File: config.mk
export PLATFORM = sky130hd
export DESIGN_NAME = alu_result_buffer
export DESIGN_NICKNAME = d
export VERILOG_FILES = /design/src/rtl/alu_result_buffer.sv
export SDC_FILE = /design/constraint.sdc
export NUM_CORES = 1
export LEC_CHECK = 0
export BUFFER_PORTS_ARGS = -buffer_cell sky130_fd_sc_hd__clkbuf_2
export CAP_MARGIN = 40
export CORE_MARGIN = 1.5
export CORE_UTILIZATION = 55
export DETAILED_ROUTE_END_ITERATION = 16
export PLACE_DENSITY = 0.81
export SYNTH_ARGS = -nofsm -noshare
export SYNTH_HDL_FRONTEND = slang
export SYNTH_SLANG_ARGS = --single-unit
File: constraint.sdc
create_clock -name clk -period 3.8 [get_ports clk]
set_input_delay 0.76 -clock clk [delete_from_list [all_inputs] [get_ports clk]]
set_output_delay 0.76 -clock clk [all_outputs]
set_load 0.1 [all_outputs]
File: src/rtl/alu_result_buffer.sv
// Result/flags FIFO directly downstream of ALU_main, plus the architectural NZCV register.
// Optional sticky overflow tracking is compiled in with ALU_STICKY_OVF_EN.
module alu_result_buffer #(
   parameter int WIDTH = 4,
   parameter int DEPTH = 2
) (
   input  logic                       clk,
   input  logic                       rst_n,
   input  logic                       in_valid,
   output logic                       in_ready,
   input  logic [WIDTH-1:0]           in_result,
   input  logic [3:0]                 in_flags,
   input  logic                       set_flags,
   output logic                       out_valid,
   input  logic                       out_ready,
   output logic [WIDTH-1:0]           out_result,
   output logic [3:0]                 out_flags,
   output logic [3:0]                 flags_q,
`ifdef ALU_STICKY_OVF_EN
   output logic                       sticky_v,
   input  logic                       clr_sticky,
`endif
   output logic [$clog2(DEPTH):0]     count
);

   localparam int PW = $clog2(DEPTH);
   localparam int CW = PW + 1;

   typedef enum logic [1:0] {
      EMPTY   = 2'd0,
      PARTIAL = 2'd1,
      FULL    = 2'd2
   } state_t;

   state_t            state_q, state_d;
   logic [PW-1:0]     wr_ptr, rd_ptr;
   logic [CW-1:0]     count_q;
   logic [WIDTH-1:0]  res_mem [DEPTH];
   logic [3:0]        flg_mem [DEPTH];
   logic              push, pop;

   assign push = in_valid & in_ready;
   assign pop  = out_valid & out_ready;

   always_ff @(posedge clk or negedge rst_n) begin
      if (!rst_n) begin
         state_q <= EMPTY;
      end else begin
         state_q <= state_d;
      end
   end

   always_comb begin
      state_d = state_q;
      unique case (state_q)
         EMPTY: begin
            if (push) state_d = PARTIAL;
         end
         PARTIAL: begin
            if (push && !pop && count_q == CW'(DEPTH - 1))
               state_d = FULL;
            else if (pop && !push && count_q == CW'(1))
               state_d = EMPTY;
         end
         FULL: begin
            if (pop) state_d = PARTIAL;
         end
         default: state_d = EMPTY;
      endcase
   end

   // Handshake depends only on occupancy, so in_ready never follows out_ready.
   always_comb begin
      in_ready  = (state_q != FULL);
      out_valid = (state_q != EMPTY);
   end

   always_ff @(posedge clk or negedge rst_n) begin
      if (!rst_n) begin
         wr_ptr  <= '0;
         rd_ptr  <= '0;
         count_q <= '0;
         flags_q <= '0;
         for (int i = 0; i < DEPTH; i++) begin
            res_mem[i] <= '0;
            flg_mem[i] <= '0;
         end
      end else begin
         if (push) begin
            res_mem[wr_ptr] <= in_result;
            flg_mem[wr_ptr] <= in_flags;
            wr_ptr          <= wr_ptr + PW'(1);
            if (set_flags) flags_q <= in_flags;
         end
         if (pop) rd_ptr <= rd_ptr + PW'(1);
         case ({push, pop})
            2'b10:   count_q <= count_q + CW'(1);
            2'b01:   count_q <= count_q - CW'(1);
            default: count_q <= count_q;
         endcase
      end
   end

   assign out_result = res_mem[rd_ptr];
   assign out_flags  = flg_mem[rd_ptr];
   assign count      = count_q;

`ifdef ALU_STICKY_OVF_EN
   // Set has priority so an overflow arriving with the clear is not lost.
   always_ff @(posedge clk or negedge rst_n) begin
      if (!rst_n) begin
         sticky_v <= 1'b0;
      end else if (push && in_flags[0]) begin
         sticky_v <= 1'b1;
      end else if (clr_sticky) begin
         sticky_v <= 1'b0;
      end
   end
`endif

endmodule

# Word-level counts from Yosys, hierarchy flattened
# Index checks and enable logic that the tools add are counted.
# totals
elab_cells	57
input_bits	13
output_inout_bits	16
regBits	26
# classes
n_addsub	4
bitwise_logic	4
mux	16
n_eq_ne	9
order_cmp	3
reduce_logical	12
# ops
cell	count
two-way mux 4 bit	7
bitwise mux 8 bit	2
two-way mux 2 bit	4
equality test 2 x 1 -> 1 bit, second input constant	3
!= test 2 bit, second input constant	3
one-hot mux 2 bit (3 select lines)	1
logical AND 1 bit	5
demux 4 bit (select 1 bit)	1
equality test 2 bit, second input constant	2
>= comparator 2 bit, second input constant	2
NOT 1 -> 2 bit	2
one-hot mux 2 bit (2 select lines)	1
nonzero test 2 bit	2
!= test 3 bit, second input constant	1
AND reduction 3 bit	1
adder 1 bit, second input constant	2
adder 2 x 1 -> 2 bit, second input constant	1
AND 1 bit	2
zero test 1 bit	2
zero test 2 bit	1
less-than comparator 2 x 1 -> 1 bit, second input constant	1
AND reduction 2 bit	1
subtractor 2 x 1 -> 2 bit, second input constant	1

# Longest topological paths before layout
# depth
depth_word	8
depth_mapped	8

# Worst setup path after synthesis
# No wires, ideal clock.
# synth_timing
path_type	flip-flop to output port
start	register rd_ptr
end	output out_flags[0]
path_stages_with_launch	3
n_path_buf	1
slack_ns	1.835
t_arrival_ns	1.205
t_required_ns	3.040
path_cell_list	dfrtp_1 clkbuf_1 mux2_2
# synth_via
elab_chain_cells	4
# synth_lines
item	line	text
start: declaration	36	logic [PW-1:0] wr_ptr, rd_ptr;
start signal: assignment	95	if (pop) rd_ptr <= rd_ptr + PW'(1);
NOT 1 -> 2 bit (implied by the code)	105	assign out_flags = flg_mem[rd_ptr];
two-way mux 4 bit (implied by the code) (3 in series)	105	
end: declaration	17	output logic [3:0] out_flags,
# No other way between the ends. The select of a mux whose other input is x is not followed.

# Final worst setup path
# Same ends and word-level chain as after synthesis.

==> impl_results.md <==
- Area grow syn2layout: 15.0%
- Die H: 50.3 um
- Startpoint types: flop
- Sequential area share after synthesis: 52.9%
- CTS sink cnt: 26
- Vias: 730
- Slew @ Worst Pin: 0.617 ns
- Ys Warns: 0
- Post-synth net total: 98
- Fin Clk Skew: 0.00741 ns
- I/O pin count: 29
- Post-synthesis register bit count: 26
- Vias in the first global route: 741
- MaxCap Viol Count: 0
- Setup violators final: 0
- GP Congestion: 0.837
- DR iter-0 viols: 3
- Min cycle time layout: 2.45 ns
- DRC viols: 0
- Port Buffers: 28
- Hold buffer count at cts: 0
- Worst slew margin: 58.8%
- CTS H-Tree Depth: 1
- Critical path fanouts, max: 9
- Min-Delay Path Class: input pin to asynchronous set/reset pin
- Die Wd: 50.3 um
- Starting Density: 60.2%
- Core area: 2040 um2
- Netlist cell types: 21
- DRT Pass-1 Iters: 4
- Postcts setup bufs: 0
- Critical-path top delay cell: dfrtp_1
- Commonest cells after routing, fill and taps aside: clkbuf_2, dfrtp_1, mux2_2, mux2_4
- Setup TNS: 0 ns
- Antenna cells: 0
- Synthesized area per cell: 15.0 um2
- Clk buf depth: 2
- Cells along the critical path: mux2_2, clkbuf_2
- Critical path data arrival time: 1.69 ns
- Hold Slack: 0.418 ns
- CP Buf/Inv Count: 1
- CTS tree: yes
- Routed wire per std cell: 15.4 um
- Die area: 2530 um2
- DR vias/cell: 5.29
- Post-DP HPWL: 1560 um
- CTS Buf Count: 3
- First-pass GRT wire length: 3570 um
- CP Class: flop to primary output
- Worst setup EP type: primary output
- Commonest non-fill, non-tap cell in the layout: clkbuf_2
- Antenna violations before repair: 0
- Slew Viols, Final: 0
- Antenna Nets Post-Route: 0
- Post-Synthesis Cells: 82
- Total grt overflow: 0
- Outcome: finished, final reports clean
- Fmax: 408 MHz
- Layout cell share with drive strength beyond 1: 58.6%
- Dpl ws: 1.71 ns
- DRT Wirelength: 2130 um
- Root Buffer: clkbuf_4
- Largest net degree at the start of global routing: 27
- Crit path largest cell delay: 0.61 ns
- Skew-Pair Late Insertion Delay: 0.32 ns
- RSZ-0062 raised after global routing: no
- Worst setup margin: 1.35 ns
- Cts repair resizes: 0
- Worst path top cell family by delay: flip-flops
- Nets: 128
- Row count: 16
- Required @ worst endpoint: 3.04 ns
- Hold Fails Final Rpt: 0
- Netlist Area Pre-Place: 1230 um2
- Period utilisation layout: 64.5%
- Global-route usage over all layers: 19.9%
- Reg clk slew, reported paths: 0.13 ns
==> cell families after synthesis <==
logic type / count (synthesis) / share of synthesized area [%]
XOR/XNOR: 4 / 2.85
flip-flops: 26 / 52.9
adder cells (fa/ha/maj): 3 / 3.05
multiplexers: 28 / 29.3
buffers and inverters: 7 / 3.36
AND/OR/NAND/NOR: 9 / 5.90
AO/OA/AOI/OAI: 5 / 2.65
==> registers in the layout (all words and copies together) (netlist names) <==
name	flops
flg_mem	8
res_mem	8
flags_q	4
count	2
state_q	2
rd_ptr	1
wr_ptr	1
==> worst paths after layout <==
path                       slack (ns)  cells after the start              startpoint                endpoint
setup / recovery                 1.35                      2      rd_ptr$_DFFE_PN0P_            out_flags[0]
max in group asynchronous        2.98                      1                   rst_n  state_q[1]$_DFFE_PN0P_
hold / removal                   0.42                      1                   rst_n  flags_q[3]$_DFFE_PN0P_
min in group clk                 0.52                      1  res_mem[6]$_DFFE_PN0P_  res_mem[6]$_DFFE_PN0P_
setup reg to reg                 2.09                      7  state_q[0]$_DFFE_PN0P_  state_q[0]$_DFFE_PN0P_
hold reg to reg                  0.52                      1  res_mem[6]$_DFFE_PN0P_  res_mem[6]$_DFFE_PN0P_
==> worst reg2reg max path: cells and delay by family (launching register included) <==
| family | cells | cell delay (ns) |
|---|---|---|
| DFF | 1 | 0.46 |
| AOI/OAI and AO/OA | 3 | 0.45 |
| and+or+nand+nor | 2 | 0.45 |
| adders and majority gates | 1 | 0.20 |
| buffers and inverters | 1 | 0.07 |
==> final cells by class <==
cell class / instances / area, um2
Timing Repair Buffer: 28 / 140
Tap cell: 27 / 33.8
Clock buffer: 4 / 36.3
Inverter: 4 / 15.0
Fill cell: 168 / 628
Multi-Input combinational cell: 49 / 538
Sequential cell: 26 / 651
==> routing by layer <==
metal / global-route usage, % / up-vias / share of wire [%]
met5: 0 / - / 0
met1: 23.2 / 363 / 42
met4: 5.41 / 0 / 1.1
met3: 7.44 / 2 / 4.7
met2: 34.4 / 19 / 52
li1: - / 346 / -
==> cells in the mapped netlist <==
cell type  number  share of area [%]
and3_1          1               0.51
clkbuf_1        1               0.30
and3_4          1               0.92
nand2_1         3               0.92
o211ai_1        1               0.61
mux2_2         16                 15
xnor2_1         3                2.1
o21ai_0         2               0.81
or2_2           1               0.51
o22ai_1         1               0.51
buf_6           2                1.8
xor2_1          1               0.71
nor2b_4         1                1.1
inv_1           3               0.92
inv_2           1               0.30
dfrtp_1        26                 53
nor3b_4         1                1.5
nand3_1         1               0.41
mux2_4         12                 15
ha_1            3                3.1
o2bb2ai_1       1               0.71
==> metrics by stage <==
stage | cell area (um2) | instances | utilization [%]
floorplan | 1230 | 82 | -
global placement | 1380 | 134 | 67.5
detailed placement | 1380 | 134 | 67.5
CTS | 1410 | 138 | 69.2
global route | 1410 | 138 | 69.2
finish | 1410 | 138 | 69.2
Power is left out: the tool's default activity adds up to more than one toggle a clock period on the data nets, which glitch-free logic cannot reach.
